==> src/rtl/chip_cmd_sequencer.sv <==
// Command sequencer: pops host command words from FIFO A, drives the shared SPI/I2C request
// port, waits on chip status or delays, and posts responses to FIFO B. Optional: SEQ_TIMEOUT_EN.
module chip_cmd_sequencer #(
  parameter int TIMEOUT_W = 24,
  parameter int CMD_CNT_W = 16
) (
  input  logic                 CLK,
  input  logic                 rst,
  input  logic                 run,
  input  logic [31:0]          FIFOA_OUT,
  input  logic                 FIFOA_empty,
  output logic                 FIFOA_ren,
  output logic [31:0]          FIFOB_IN,
  output logic                 FIFOB_wen,
  input  logic                 FIFOB_full,
  input  logic                 sta_wei,
  input  logic                 sta_act,
  output logic                 ser_start,
  output logic                 ser_sel,
  output logic                 ser_rw,
  output logic [7:0]           ser_addr,
  output logic [15:0]          ser_wdata,
  input  logic                 ser_busy,
  input  logic                 ser_done,
  input  logic [15:0]          ser_rdata,
  output logic                 busy,
  output logic [CMD_CNT_W-1:0] cmd_cnt
);

  localparam logic [3:0] S_IDLE      = 4'd0;
  localparam logic [3:0] S_FETCH     = 4'd1;
  localparam logic [3:0] S_DECODE    = 4'd2;
  localparam logic [3:0] S_ISSUE     = 4'd3;
  localparam logic [3:0] S_WAIT_XFER = 4'd4;
  localparam logic [3:0] S_WAIT_STA  = 4'd5;
  localparam logic [3:0] S_DELAY     = 4'd6;
  localparam logic [3:0] S_PUSH      = 4'd7;
  localparam logic [3:0] S_DONE      = 4'd8;

  localparam logic [3:0] OP_WRITE    = 4'h1;
  localparam logic [3:0] OP_READ     = 4'h2;
  localparam logic [3:0] OP_WAIT_WEI = 4'h3;
  localparam logic [3:0] OP_WAIT_ACT = 4'h4;
  localparam logic [3:0] OP_DELAY    = 4'h5;
  localparam logic [3:0] OP_MARK     = 4'hF;

  logic [3:0]           state_reg, state_next;
  logic                 ren_reg, ren_next;
  logic                 wen_reg, wen_next;
  logic                 start_reg, start_next;
  logic                 sel_reg, sel_next;
  logic                 rw_reg, rw_next;
  logic [7:0]           addr_reg, addr_next;
  logic [15:0]          wdata_reg, wdata_next;
  logic [31:0]          resp_reg, resp_next;
  logic [3:0]           op_reg, op_next;
  logic [TIMEOUT_W-1:0] payload_reg, payload_next;
  logic [TIMEOUT_W-1:0] cnt_reg, cnt_next;
  logic [CMD_CNT_W-1:0] cmd_cnt_reg, cmd_cnt_next;

  logic [1:0]  sta_raw, sta_sync;
  logic        sta_hit;
  logic [3:0]  fetch_op;
  logic [15:0] cnt16;

  assign sta_raw  = {sta_act, sta_wei};
  assign fetch_op = FIFOA_OUT[31:28];
  assign cnt16    = 16'(cmd_cnt_reg);
  assign sta_hit  = (op_reg == OP_WAIT_ACT) ? sta_sync[1] : sta_sync[0];

  // Status lines come straight from the chip pads, so each gets its own two-flop synchroniser.
  for (genvar gi = 0; gi < 2; gi++) begin : g_sta_sync
    logic meta_reg, sync_reg;
    always_ff @(posedge CLK) begin
      if (rst) begin
        meta_reg <= 1'b0;
        sync_reg <= 1'b0;
      end else begin
        meta_reg <= sta_raw[gi];
        sync_reg <= meta_reg;
      end
    end
    assign sta_sync[gi] = sync_reg;
  end

  always_comb begin
    state_next   = state_reg;
    ren_next     = 1'b0;
    wen_next     = 1'b0;
    start_next   = 1'b0;
    sel_next     = sel_reg;
    rw_next      = rw_reg;
    addr_next    = addr_reg;
    wdata_next   = wdata_reg;
    resp_next    = resp_reg;
    op_next      = op_reg;
    payload_next = payload_reg;
    cnt_next     = cnt_reg;
    cmd_cnt_next = cmd_cnt_reg;
    case (state_reg)
      S_IDLE: begin
        if (run && !FIFOA_empty) begin
          ren_next   = 1'b1;
          state_next = S_FETCH;
        end
      end
      // FIFO A word appears the cycle after the read strobe, i.e. while in DECODE.
      S_FETCH: state_next = S_DECODE;
      S_DECODE: begin
        op_next      = fetch_op;
        payload_next = FIFOA_OUT[TIMEOUT_W-1:0];
        cnt_next     = TIMEOUT_W'(1);
        case (fetch_op)
          OP_WRITE, OP_READ: begin
            sel_next   = FIFOA_OUT[27];
            rw_next    = (fetch_op == OP_READ);
            addr_next  = FIFOA_OUT[23:16];
            wdata_next = FIFOA_OUT[15:0];
            state_next = S_ISSUE;
          end
          OP_WAIT_WEI, OP_WAIT_ACT: state_next = S_WAIT_STA;
          OP_DELAY:                 state_next = S_DELAY;
          OP_MARK: begin
            resp_next  = {4'hF, FIFOA_OUT[27:0]};
            state_next = S_PUSH;
          end
          default: begin
            resp_next  = {4'hE, 4'h1, 8'h00, cnt16};
            state_next = S_PUSH;
          end
        endcase
      end
      S_ISSUE: begin
        if (!ser_busy) begin
          start_next = 1'b1;
          cnt_next   = TIMEOUT_W'(1);
          state_next = S_WAIT_XFER;
        end
      end
      S_WAIT_XFER: begin
        if (ser_done) begin
          if (op_reg == OP_READ) begin
            resp_next  = {4'h2, 4'h0, addr_reg, ser_rdata};
            state_next = S_PUSH;
          end else begin
            state_next = S_DONE;
          end
        end
`ifdef SEQ_TIMEOUT_EN
        else if (&cnt_reg) begin
          resp_next  = {4'hE, 4'h3, 8'h00, cnt16};
          state_next = S_PUSH;
        end else begin
          cnt_next = cnt_reg + TIMEOUT_W'(1);
        end
`endif
      end
      S_WAIT_STA: begin
        if (sta_hit) begin
          state_next = S_DONE;
        end
`ifdef SEQ_TIMEOUT_EN
        else if ((payload_reg != '0) && (cnt_reg >= payload_reg)) begin
          resp_next  = {4'hE, 4'h2, 8'h00, cnt16};
          state_next = S_PUSH;
        end else begin
          cnt_next = cnt_reg + TIMEOUT_W'(1);
        end
`endif
      end
      // cnt_reg counts DELAY cycles including the current one, so payload 0 and 1 both take one cycle.
      S_DELAY: begin
        if (cnt_reg >= payload_reg) state_next = S_DONE;
        else                        cnt_next   = cnt_reg + TIMEOUT_W'(1);
      end
      S_PUSH: begin
        if (!FIFOB_full) begin
          wen_next   = 1'b1;
          state_next = S_DONE;
        end
      end
      S_DONE: begin
        cmd_cnt_next = cmd_cnt_reg + CMD_CNT_W'(1);
        state_next   = S_IDLE;
      end
      default: state_next = S_IDLE;
    endcase
  end

  always_ff @(posedge CLK) begin
    if (rst) begin
      state_reg   <= S_IDLE;
      ren_reg     <= 1'b0;
      wen_reg     <= 1'b0;
      start_reg   <= 1'b0;
      sel_reg     <= 1'b0;
      rw_reg      <= 1'b0;
      addr_reg    <= '0;
      wdata_reg   <= '0;
      resp_reg    <= '0;
      op_reg      <= '0;
      payload_reg <= '0;
      cnt_reg     <= '0;
      cmd_cnt_reg <= '0;
    end else begin
      state_reg   <= state_next;
      ren_reg     <= ren_next;
      wen_reg     <= wen_next;
      start_reg   <= start_next;
      sel_reg     <= sel_next;
      rw_reg      <= rw_next;
      addr_reg    <= addr_next;
      wdata_reg   <= wdata_next;
      resp_reg    <= resp_next;
      op_reg      <= op_next;
      payload_reg <= payload_next;
      cnt_reg     <= cnt_next;
      cmd_cnt_reg <= cmd_cnt_next;
    end
  end

  assign FIFOA_ren = ren_reg;
  assign FIFOB_wen = wen_reg;
  assign FIFOB_IN  = resp_reg;
  assign ser_start = start_reg;
  assign ser_sel   = sel_reg;
  assign ser_rw    = rw_reg;
  assign ser_addr  = addr_reg;
  assign ser_wdata = wdata_reg;
  assign busy      = (state_reg != S_IDLE);
  assign cmd_cnt   = cmd_cnt_reg;

endmodule

==> config.mk <==
export PLATFORM = sky130hd
export DESIGN_NAME = chip_cmd_sequencer
export DESIGN_NICKNAME = d
export VERILOG_FILES = /design/src/rtl/chip_cmd_sequencer.sv
export SDC_FILE = /design/constraint.sdc
export NUM_CORES = 1
export LEC_CHECK = 0
export BUFFER_PORTS_ARGS = -buffer_cell sky130_fd_sc_hd__buf_2
export CORE_UTILIZATION = 50
export CTS_BUF_LIST = sky130_fd_sc_hd__clkbuf_8 sky130_fd_sc_hd__clkbuf_16
export DETAILED_ROUTE_END_ITERATION = 16
export GPL_TIMING_DRIVEN = 0
export HOLD_SLACK_MARGIN = 0.03
export PLACE_DENSITY = 0.86
export SYNTH_ARGS = -nofsm -noshare
export SYNTH_HDL_FRONTEND = slang
export SYNTH_SLANG_ARGS = --single-unit
==> constraint.sdc <==
create_clock -name CLK -period 3.8 [get_ports CLK]
set_clock_uncertainty 0.1 [all_clocks]
set_input_delay 0.19 -clock CLK [delete_from_list [all_inputs] [get_ports CLK]]
set_output_delay 0.19 -clock CLK [all_outputs]
set_load 0.005 [all_outputs]
==> results of run 1 <==
cell type report:
class / instances / area, sq um / share of cell area, %
buffer: 57 / 255.2 / 3.000
multi-input combinational: 583 / 3451 / 40.56
inverter: 30 / 112.6 / 1.324
timing repair buffer: 177 / 1121 / 13.18
clock inverter: 10 / 148.9 / 1.750
clock buffer: 21 / 480.5 / 5.648
sequential: 136 / 2723 / 32.00
tap: 172 / 215.2 / 2.530
repair_timing:
action / in CTS / in global routing
hold buffers: 47 / 0
resized for setup: 0 / 0
endpoints found under the hold margin: 75 / 0
Yosys cell counts (6+ instances only):
cell type                   count
sky130_fd_sc_hd__ha_1          26
sky130_fd_sc_hd__clkbuf_1      45
sky130_fd_sc_hd__nand3_1       12
sky130_fd_sc_hd__nand4_1       11
sky130_fd_sc_hd__a221oi_1       8
sky130_fd_sc_hd__nor2_1        46
sky130_fd_sc_hd__xnor2_1        9
sky130_fd_sc_hd__o211ai_1      17
sky130_fd_sc_hd__nor4_1         6
sky130_fd_sc_hd__mux2i_1       19
sky130_fd_sc_hd__buf_2          6
sky130_fd_sc_hd__o2111ai_1     19
sky130_fd_sc_hd__and3_1         8
sky130_fd_sc_hd__a21oi_1       89
sky130_fd_sc_hd__a2111o_1      19
sky130_fd_sc_hd__o21ai_0       11
sky130_fd_sc_hd__inv_1         30
sky130_fd_sc_hd__nor3_1        21
sky130_fd_sc_hd__dfxtp_1      136
sky130_fd_sc_hd__nand2_1      194
sky130_fd_sc_hd__nor2b_1        8
worst max-delay path: cells and delay by family (launching register included):
kind	cells	cell delay, ns
buf+inv	2	0.76
simple gates	4	1.54
flops	1	0.30
compound gates	1	0.19
cell families after synthesis:
kind of cell	after synthesis
AND/OR/NAND/NOR	335
AO/OA/AOI/OAI	188
flip-flops	136
buffers and inverters	87
adder cells (fa/ha/maj)	26
multiplexers	20
XOR/XNOR	14
per-layer routing:
metal | GRT usage, % | vias to the layer above | part of all wire (%)
met2 | 52.78 | 381 | 47
li1 | - | 3250 | -
met1 | 38.12 | 3245 | 40
met3 | 7.109 | 65 | 9.5
met5 | 0 | - | 0
met4 | 16.75 | 0 | 3.2
how the worst max path moves through the flow:
stage                   endpoint
global placement    state_reg[3]
detailed placement  state_reg[3]
global route        ser_wdata[4]
CTS                 state_reg[3]
finish              ser_wdata[4]
floorplan            cnt_reg[15]
power by group through the flow:
stage | registers, mW | logic (mW) | clock network [mW]
global placement | 1.64 | 0.941 | 0
floorplan | 1.63 | 0.657 | 0
global route | 1.63 | 1.15 | 1.83
finish | 1.62 | 1.04 | 1.77
detailed placement | 1.64 | 0.958 | 0
CTS | 1.62 | 1.01 | 1.76
==> impl_metrics.toml, run 1 <==
[run_status]
run_status = "completed"

[pwr]
static-leakage-power_nw = 3.618
max-vdd-ir-drop_mv = 0.4222
p_switching_mw = 1.367
seq_power_share_pct = 36.6
finalPower_mw = 4.429
clockPowerShare_pct = 39.9
power.density_mw_per_mm2 = 520.6
comb_power_share_pct = 23.6
p_sw_share_pct = 30.86
power.internal_mw = 3.062

[yosys]
synth-seq-cells = 136
mappedNetlistNets = 889
synthesis.area_sq_mm = 0.006541
dominantRegCellSynth = "sky130_fd_sc_hd__dfxtp_1"
seq_area_frac_synth_pct = 41.62
synth-compound-area-share_pct = 19.95
synth_async_sr_flop_share_pct = 0
synth-simple-area-share_pct = 22.88
yosysUniqueCellTypes = 53
yosys_warnings = 0
ys_top_cells_by_area = "sky130_fd_sc_hd__dfxtp_1 42%, sky130_fd_sc_hd__nand2_1 11%, sky130_fd_sc_hd__a21oi_1 6.8%"
synth_xor_area_share_pct = 1.875
synth_top_family_by_area = "simple AND/OR/NAND/NOR gates"
mean_instance_size_in_the_synthesized_netlist_sq_um = 8.116
synth_enable_flop_cells = 0
synth_largest_type_area_fraction_pct = 41.62
netlist.top_cell.by_area = "sky130_fd_sc_hd__dfxtp_1"
synth.mux.area_fraction_pct = 3.080
synth_adder_area_share_pct = 4.973
synth_cells = 806

[place]
dpl.hpwl_microns = 13360
buffer_ports.inserted = 130
place_worst_setup_slack_ns = 1.037
routabilityCongestion = 0.9228
numPlacedInstances = 1108
placed_cell_area_sq_mm = 0.007407

[critical_path]
crit_top_cell = "sky130_fd_sc_hd__nand2_1"
cp_cell_sequence = "buf_2 > nor2b_1 > nand2_1 > nor4_2 > clkbuf_1 > nand2_1 > a21oi_1"
ff2ff_setup_slack_ns = 0.82
classification_of_the_worst_setup_path = "flop to flop"
worst_stage_delay_on_the_critical_path_ns = 0.95
cp-start-kind = "flop"
timing_startpoint_of_the_critical_path = "state_reg[3]"
worstPathRequired_ns = 4.04
endpoint_kind = "flop"
slowest_stage = "sky130_fd_sc_hd__nor4_2"
worst_r2r_endpoint = "ser_wdata[4]"
crit_arrival_ns = 3.22
worst_r2r_startpoint = "state_reg[3]"
worstRegToRegCells = 7
timing.critical_path.fanout_max = 10

[routing]
avgViaCountPerCell = 5.852
detail_route.first_pass.iterations = 5
drt.antenna.violating_nets = 0
drt_first_iter_violations = 537
final_routed_wirelength_microns = 20470
drt_drc_violations_left = 0
routed-via-count = 6941
post_drt_wl_per_cell_microns = 17.26

[sta]
setup_viol_count_final = 0
worstMarginPinSlew_ns = 1.177
setup_slack_ns = 0.8238
timing.final.crit_share_pct = 78.32
peak_clock_frequency_supported_by_timing_ghz = 0.3360
unrepaired_setup_endpoints_after_global_routing = "false"
slew_headroom_pct = 20.94
timing.final.hold_violations = 0
finalHoldWorstSlack_ns = 0.04017
setup_total_negative_slack_ns = 0
pins_over_slew_limit = 0
layout_min_cycle_time_ns = 2.976

[final_layout]
fin_cells = 1186
drive_gt1_share_pct = 18.05
final_util_pct = 67.14
layout.cells.most_common_list = "194 x sky130_fd_sc_hd__nand2_1, 136 x sky130_fd_sc_hd__dfxtp_1, 136 x sky130_fd_sc_hd__buf_2, 89 x sky130_fd_sc_hd__a21oi_1, 47 x sky130_fd_sc_hd__dlygate4sd3_1"
mostFrequentLayoutCell = "sky130_fd_sc_hd__nand2_1"
final_net_count = 1085
synthToLayoutAreaGrowth_pct = 30.05
layout.filler_cells = 954
largest_reg_flops = 31
n_antenna_cell = 0
design_area_sq_mm = 0.008507

[clock_network]
clock_sinks = 136
cts.path.max_buffers = 2
cts_htree_levels = 4
root_buffer_master = "sky130_fd_sc_hd__clkbuf_16"
tritoncts = "built"
cts-buffers-inserted = 17
post_cts.repair.setup_buffers = 0
clkSlewWorstSetupHoldPaths_ns = 0.06
clk_latency_ns = 0.42

[floorplan]
dieArea_sq_mm = 0.01354
site_row_count = 41
number_of_i_o_pins = 135
start_util_pct = 51.62
die-width_microns = 116.4
die_height_microns = 116.4
core_region_area_sq_mm = 0.01267

[global_route]
grt_start_max_net_pins = 17
wire_length_of_the_first_global_routing_pass_microns = 32820
grt_util_all_layers_pct = 31.67
grt_pass1_vias = 6754
global_route.overflow_total = 0
antenna_found_initial = 0

[hold_path]
hold-path-endpoint = "FIFOB_IN[2]"
timing.hold.worst.class = "input port to flop"
worstHoldStart = "ser_rdata[2]"
min_delay_path_depth = 3

[run]
max_cap_violations = 0
Power figures use the tool's default switching activity.
==> run 2: changes to the inputs <==
--- a/config.mk
+++ b/config.mk
@@ -5,13 +5,14 @@
 export SDC_FILE = /design/constraint.sdc
 export NUM_CORES = 1
 export LEC_CHECK = 0
+export ABC_AREA = 1
 export BUFFER_PORTS_ARGS = -buffer_cell sky130_fd_sc_hd__buf_2
 export CORE_UTILIZATION = 50
 export CTS_BUF_LIST = sky130_fd_sc_hd__clkbuf_8 sky130_fd_sc_hd__clkbuf_16
 export DETAILED_ROUTE_END_ITERATION = 16
 export GPL_TIMING_DRIVEN = 0
 export HOLD_SLACK_MARGIN = 0.03
-export PLACE_DENSITY = 0.86
+export PLACE_DENSITY = 0.85
 export SYNTH_ARGS = -nofsm -noshare
 export SYNTH_HDL_FRONTEND = slang
 export SYNTH_SLANG_ARGS = --single-unit
==> constraint.sdc (replaced) <==
create_clock -name CLK -period 2.9 [get_ports CLK]
set_clock_uncertainty 0.1 [all_clocks]
set_input_delay 0.145 -clock CLK [delete_from_list [all_inputs] [get_ports CLK]]
set_output_delay 0.145 -clock CLK [all_outputs]
set_load 0.005 [all_outputs]
==> impl_metrics.toml, run 2 <==
[critical_path]
worst_r2r_startpoint = "state_reg[0]"
crit_arrival_ns = 2.59
worstPathRequired_ns = 3.12
timing.critical_path.fanout_max = 6
classification_of_the_worst_setup_path = "flop to flop"
cp-start-kind = "flop"
timing_startpoint_of_the_critical_path = "state_reg[0]"
endpoint_kind = "flop"
ff2ff_setup_slack_ns = 0.53

[floorplan]
core_region_area_sq_mm = 0.01330
die_height_microns = 118.9
dieArea_sq_mm = 0.01415
number_of_i_o_pins = 135
die-width_microns = 118.9
site_row_count = 42
start_util_pct = 51.43

[routing]
final_routed_wirelength_microns = 22820
routed-via-count = 7741
drt.antenna.violating_nets = 0
drt_drc_violations_left = 0
detail_route.first_pass.iterations = 6
top_signal_layer_used = "met4"
post_drt_wl_per_cell_microns = 16.37
met1_length_microns = 8564
drt_first_iter_violations = 596
detail_route_met3_wl_microns = 2041
avgViaCountPerCell = 5.553
met2_length_microns = 10800

[sta]
worstMarginPinSlew_ns = 0.6981
unrepaired_setup_endpoints_after_global_routing = "false"
layout_min_cycle_time_ns = 2.371
slew_headroom_pct = 53.21
timing.final.hold_violations = 0
setup_viol_count_final = 0
timing.final.crit_share_pct = 81.76
pins_over_slew_limit = 0
setup_total_negative_slack_ns = 0
peak_clock_frequency_supported_by_timing_ghz = 0.4218

[run]
max_cap_violations = 0

[clock_network]
post_cts.repair.setup_buffers = 0
tritoncts = "built"
cts.path.max_buffers = 2
root_buffer_master = "sky130_fd_sc_hd__clkbuf_16"
clk_latency_ns = 0.44
clkSlewWorstSetupHoldPaths_ns = 0.06
gates_resized_cts_repair = 0
hold_buffer_count_at_cts = 54
cts-buffers-inserted = 17
cts_htree_levels = 4
clock_sinks = 136

[yosys]
dominantRegCellSynth = "sky130_fd_sc_hd__dfxtp_1"
synth_commonest_cells = "230 x sky130_fd_sc_hd__nand2_1, 138 x sky130_fd_sc_hd__nor2_1, 136 x sky130_fd_sc_hd__dfxtp_1, 103 x sky130_fd_sc_hd__a21oi_1, 96 x sky130_fd_sc_hd__inv_1"
netlist.top_cell.by_area = "sky130_fd_sc_hd__dfxtp_1"
yosys_warnings = 0
synth_most_common_cell = "sky130_fd_sc_hd__nand2_1"
synth_enable_flop_cells = 0
ys_top_cells_by_area = "sky130_fd_sc_hd__dfxtp_1 40%, sky130_fd_sc_hd__nand2_1 13%, sky130_fd_sc_hd__nor2_1 7.6%"
synth_adder_area_share_pct = 4.758
synth_async_sr_flop_share_pct = 0
synth_xor_area_share_pct = 1.921
synth_top_family_by_area = "simple AND/OR/NAND/NOR gates"
synth-seq-cells = 136
synth-simple-area-share_pct = 27.58
synth_largest_type_area_fraction_pct = 39.82
yosysUniqueCellTypes = 36
synthesis.area_sq_mm = 0.006838
synth-compound-area-share_pct = 15.92
synth_cells = 998
mappedNetlistNets = 1081
mean_instance_size_in_the_synthesized_netlist_sq_um = 6.852
seq_area_frac_synth_pct = 39.82
synth.mux.area_fraction_pct = 1.464

[run_status]
run_status = "completed"

[final_layout]
final_net_count = 1288
layout.cells.most_common_list = "230 x sky130_fd_sc_hd__nand2_1, 142 x sky130_fd_sc_hd__buf_2, 138 x sky130_fd_sc_hd__nor2_1, 136 x sky130_fd_sc_hd__dfxtp_1, 103 x sky130_fd_sc_hd__a21oi_1"
largest_reg_flops = 31
final_util_pct = 66.62
drive_gt1_share_pct = 16.17
n_antenna_cell = 0
mostFrequentLayoutCell = "sky130_fd_sc_hd__nand2_1"
synthToLayoutAreaGrowth_pct = 29.53

[place]
buffer_ports.inserted = 134
dpl.hpwl_microns = 15170
routabilityCongestion = 0.9299

[pwr]
max-vdd-ir-drop_mv = 0.4819
static-leakage-power_nw = 3.804
power.density_mw_per_mm2 = 711.9

[global_route]
global_route.overflow_total = 0
grt_pass1_vias = 7600
grt_util_all_layers_pct = 33.52
antenna_found_initial = 0
grt_start_max_net_pins = 17
wire_length_of_the_first_global_routing_pass_microns = 37180

[hold_path]
timing.hold.worst.class = "input port to flop"
worstHoldStart = "rst"
## run 2: cell families (layout without fill, tap and decap cells)
kind of cell | Yosys count | in the layout
adders and majority gates | 26 | 26
xor gates and xnor gates | 15 | 15
AOI/OAI and AO/OA | 209 | 209
and+or+nand+nor | 458 | 458
muxes | 10 | 10
buffers and inverters | 144 | 364
DFF | 136 | 136
## run 2: area by class of cell
type / count / area, sq um
Tap cell: 176 / 220.2
Timing Repair Buffer: 188 / 1211
Clock inverter: 14 / 148.9
Fill cell: 1005 / 4438
Clock buffer: 18 / 439.2
Buffer: 45 / 212.7
Multi-Input combinational cell: 718 / 3531
Inverter: 99 / 371.6
Sequential cell: 136 / 2723
## run 2: worst max-delay path, cell delays in order, from the launching register on
cell and delay (ns):
sky130_fd_sc_hd__dfxtp_1 0.34, sky130_fd_sc_hd__nor2_2 0.16, sky130_fd_sc_hd__nand3_1 0.27, sky130_fd_sc_hd__nor2_1 0.36, sky130_fd_sc_hd__nand4_1 0.21, sky130_fd_sc_hd__nor2_1 0.35, sky130_fd_sc_hd__nand3_1 0.18, sky130_fd_sc_hd__o21ai_0 0.22
sky130_fd_sc_hd__a21oi_1 0.06
## run 2: metal layers
| metal | track usage [%] | up-vias |
|---|---|---|
| met2 | 56.87 | 462 |
| li1 | - | 3662 |
| met3 | 7.519 | 134 |
| met5 | 0 | - |
| met4 | 22.39 | 0 |
| met1 | 37.59 | 3483 |
## run 2: where the power goes
part / switching, mW / leakage (nW) / total (mW) / internal [mW]
Sequential: 0.149 / 1.10 / 2.27 / 2.13
Combinational: 1.18 / 2.41 / 1.85 / 0.665
Clock: 0.892 / 0.290 / 2.19 / 1.29
## run 2: stage by stage
step | hold WS, ns | cells | power (mW) | setup WS [ns] | area, sq um
CTS | 0.1760 | 1394 | 6.212 | 0.5399 | 8857
floorplan | 0.1235 | 998 | 3.470 | 1.053 | 6838
global placement | 0.2247 | 1308 | 3.945 | 0.5795 | 7729
finish | 0.1971 | 1394 | 6.306 | 0.5289 | 8857
detailed placement | 0.2337 | 1308 | 4.003 | 0.5841 | 7729
global route | 0.2169 | 1394 | 6.606 | 0.2863 | 8857
## run 2: final timing paths
kind | end | depth (start not counted)
worst max-delay path | cmd_cnt[15] | 8
worst min-delay path | cnt_reg[0] | 3
worst max register to register | cmd_cnt[15] | 8
worst min register to register | g_sta_sync[0].sync_reg | 2
==> run 3: changes to the inputs <==
--- a/config.mk
+++ b/config.mk
@@ -5,14 +5,14 @@
 export SDC_FILE = /design/constraint.sdc
 export NUM_CORES = 1
 export LEC_CHECK = 0
-export ABC_AREA = 1
+export ABC_AREA = 0
 export BUFFER_PORTS_ARGS = -buffer_cell sky130_fd_sc_hd__buf_2
 export CORE_UTILIZATION = 50
 export CTS_BUF_LIST = sky130_fd_sc_hd__clkbuf_8 sky130_fd_sc_hd__clkbuf_16
 export DETAILED_ROUTE_END_ITERATION = 16
 export GPL_TIMING_DRIVEN = 0
 export HOLD_SLACK_MARGIN = 0.03
-export PLACE_DENSITY = 0.85
+export PLACE_DENSITY = 0.89
 export SYNTH_ARGS = -nofsm -noshare
 export SYNTH_HDL_FRONTEND = slang
 export SYNTH_SLANG_ARGS = --single-unit
==> constraint.sdc (replaced) <==
create_clock -name CLK -period 2.1 [get_ports CLK]
set_clock_uncertainty 0.1 [all_clocks]
set_input_delay 0.105 -clock CLK [delete_from_list [all_inputs] [get_ports CLK]]
set_output_delay 0.105 -clock CLK [all_outputs]
set_load 0.005 [all_outputs]
==> impl_metrics.toml, run 3 (synthesized netlist as in run 1, its figures left out) <==
[run_status]
run_status = "finished, violations left"
failed_checks = "negative setup slack"

[critical_path]
worst_stage_delay_on_the_critical_path_ns = 0.54
crit_arrival_ns = 3.06
classification_of_the_worst_setup_path = "flop to flop"
worstPathRequired_ns = 2.37
worstRegToRegCells = 8
cp-start-kind = "flop"
cp_num_buf_inv = 1
timing.critical_path.fanout_max = 6
slowest_stage = "sky130_fd_sc_hd__dfxtp_1"
ff2ff_setup_slack_ns = -0.70
cp_cell_sequence = "ha_1 > o21ai_0 > nand2b_1 > a311oi_4 > o2111ai_4 > buf_6 > a2111o_1 > nand2_1"
endpoint_kind = "flop"
worst_r2r_startpoint = "cnt_reg[2]"
worst_r2r_endpoint = "cnt_reg[3]"
cp_num_cells = 8
critical_path.top_delay_family = "compound AO/OA/AOI/OAI gates"

[routing]
met2_length_microns = 12530
avgViaCountPerCell = 6.727
final_routed_wirelength_microns = 28630
drt_drc_violations_left = 0
routed-via-count = 8267
met1_length_microns = 9456
top_signal_layer_used = "met4"
post_drt_wl_per_cell_microns = 23.30
drt_first_iter_violations = 1401
detail_route.first_pass.iterations = 10
detail_route_met3_wl_microns = 3819
drt.antenna.violating_nets = 0

[sta]
timing.final.crit_share_pct = 133.1
unrepaired_setup_endpoints_after_global_routing = "true"
layout_min_cycle_time_ns = 2.795
setup_viol_count_final = 67
setup_total_negative_slack_ns = -17.69
slew_headroom_pct = 30.88
pins_over_slew_limit = 0
worstMarginPinSlew_ns = 1.035
setup_slack_ns = -0.6950
peak_clock_frequency_supported_by_timing_ghz = 0.3578
timing.final.hold_violations = 0

[floorplan]
number_of_i_o_pins = 135
dieArea_sq_mm = 0.01354
start_util_pct = 51.62
die-width_microns = 116.4
site_row_count = 41
die_height_microns = 116.4
core_region_area_sq_mm = 0.01267

[clock_network]
cts.path.max_buffers = 2
clk_latency_ns = 0.44
cts_htree_levels = 4
clkSlewWorstSetupHoldPaths_ns = 0.07
cts-buffers-inserted = 17
root_buffer_master = "sky130_fd_sc_hd__clkbuf_16"
tritoncts = "built"
clock_sinks = 136

[pwr]
static-leakage-power_nw = 4.011
max-vdd-ir-drop_mv = 0.6173
power.density_mw_per_mm2 = 961.5

[hold_path]
timing.hold.worst.class = "input port to flop"
min_delay_path_depth = 5
hold-path-endpoint = "FIFOB_IN[6]"
worstHoldStart = "ser_done"

[global_route]
antenna_found_initial = 1
grt_pass1_vias = 7597
wire_length_of_the_first_global_routing_pass_microns = 38760
global_route.overflow_total = 0
grt_start_max_net_pins = 17
grt_util_all_layers_pct = 37.78

[final_layout]
drive_gt1_share_pct = 29.45
mostFrequentLayoutCell = "sky130_fd_sc_hd__nand2_1"
final_net_count = 1126
final_util_pct = 74.96
layout.cells.most_common_list = "192 x sky130_fd_sc_hd__nand2_1, 132 x sky130_fd_sc_hd__buf_2, 122 x sky130_fd_sc_hd__dfxtp_1, 83 x sky130_fd_sc_hd__a21oi_1, 53 x sky130_fd_sc_hd__dlygate4sd3_1"
largest_reg_flops = 31
synthToLayoutAreaGrowth_pct = 45.20

[place]
routabilityCongestion = 0.9321
dpl.hpwl_microns = 13760
buffer_ports.inserted = 130

[run]
max_cap_violations = 0
run 3: cell types whose count changed in the layout (fill, tap and decap cells not counted), moves of 14 or more:
| cell | before | now |
|---|---|---|
| sky130_fd_sc_hd__dfxtp_1 | 136 | 122 |
| sky130_fd_sc_hd__nor2_1 | 138 | 44 |
| sky130_fd_sc_hd__o21ai_0 | 75 | 9 |
| sky130_fd_sc_hd__nand2_1 | 230 | 192 |
| sky130_fd_sc_hd__a21oi_1 | 103 | 83 |
| sky130_fd_sc_hd__o21ai_1 | 17 | 0 |
| sky130_fd_sc_hd__buf_4 | 5 | 33 |
| sky130_fd_sc_hd__o211ai_1 | 1 | 17 |
| sky130_fd_sc_hd__a2111o_1 | 0 | 19 |
| sky130_fd_sc_hd__nand3_1 | 58 | 11 |
| sky130_fd_sc_hd__inv_1 | 98 | 28 |
run 3: cell type report:
class	count	area [sq um]
multi-input combinational	583	3923
fill	715	3173
sequential	136	2745
timing repair buffer	222	1555
clock buffer	18	439.2
buffer	53	320.3
tap	172	215.2
clock inverter	14	182.7
inverter	30	115.1
antenna	1	2.502
run 3: what timing repair did:
action / in CTS / in global routing
gates cloned: 4 / 1
hold buffers: 53 / 0
resized for setup: 70 / 73
hold endpoints to repair: 84 / 0
buffers inserted: 10 / 24
endpoints found under the setup margin: 110 / 103
pin swaps: 22 / 25
run 3: worst register-to-register path: cells and delay by family, from the launching register on:
family / cells / cell delay [ns]
fa+ha+maj: 1 / 0.32
buf+inv: 1 / 0.23
compound gates: 4 / 1.24
flops: 1 / 0.54
simple gates: 2 / 0.29
run 3: worst max-delay path by stage:
stage | to | start | slack [ns]
floorplan | cnt_reg[11] | cnt_reg[0] | -0.17
detailed placement | ser_addr[6] | state_reg[3] | -0.57
CTS | cnt_reg[8] | cnt_reg[0] | -0.39
finish | cnt_reg[3] | cnt_reg[2] | -0.70
global route | cnt_reg[3] | cnt_reg[2] | -0.72
global placement | ser_wdata[4] | state_reg[3] | -0.56
run 3: power breakdown:
| group | leakage [nW] | switching (mW) | internal (mW) |
|---|---|---|---|
| Combinational | 2.60 | 1.79 | 1.09 |
| Clock | 0.304 | 1.25 | 2.01 |
| Sequential | 1.11 | 0.186 | 2.81 |
| Total | 4.01 | 3.22 | 5.91 |
run 3: through the flow:
stage / power (mW) / cells / worst slack, ns / instance area, sq um / hold WS [ns]
floorplan: 4.179 / 806 / -0.1728 / 6631 / 0.08267
global placement: 4.690 / 1108 / -0.5570 / 7497 / 0.1986
detailed placement: 4.738 / 1108 / -0.5739 / 7497 / 0.1896
CTS: 8.292 / 1206 / -0.3890 / 9040 / 0.1710
global route: 9.333 / 1228 / -0.7232 / 9495 / 0.2025
finish: 9.132 / 1229 / -0.6950 / 9498 / 0.1848
run 3: metal layers:
metal  GRT usage, %  vias up
met4          24.27        0
met3          12.09      339
met5              0        -
li1               -     3331
met1          42.63     3689
met2          61.70      908
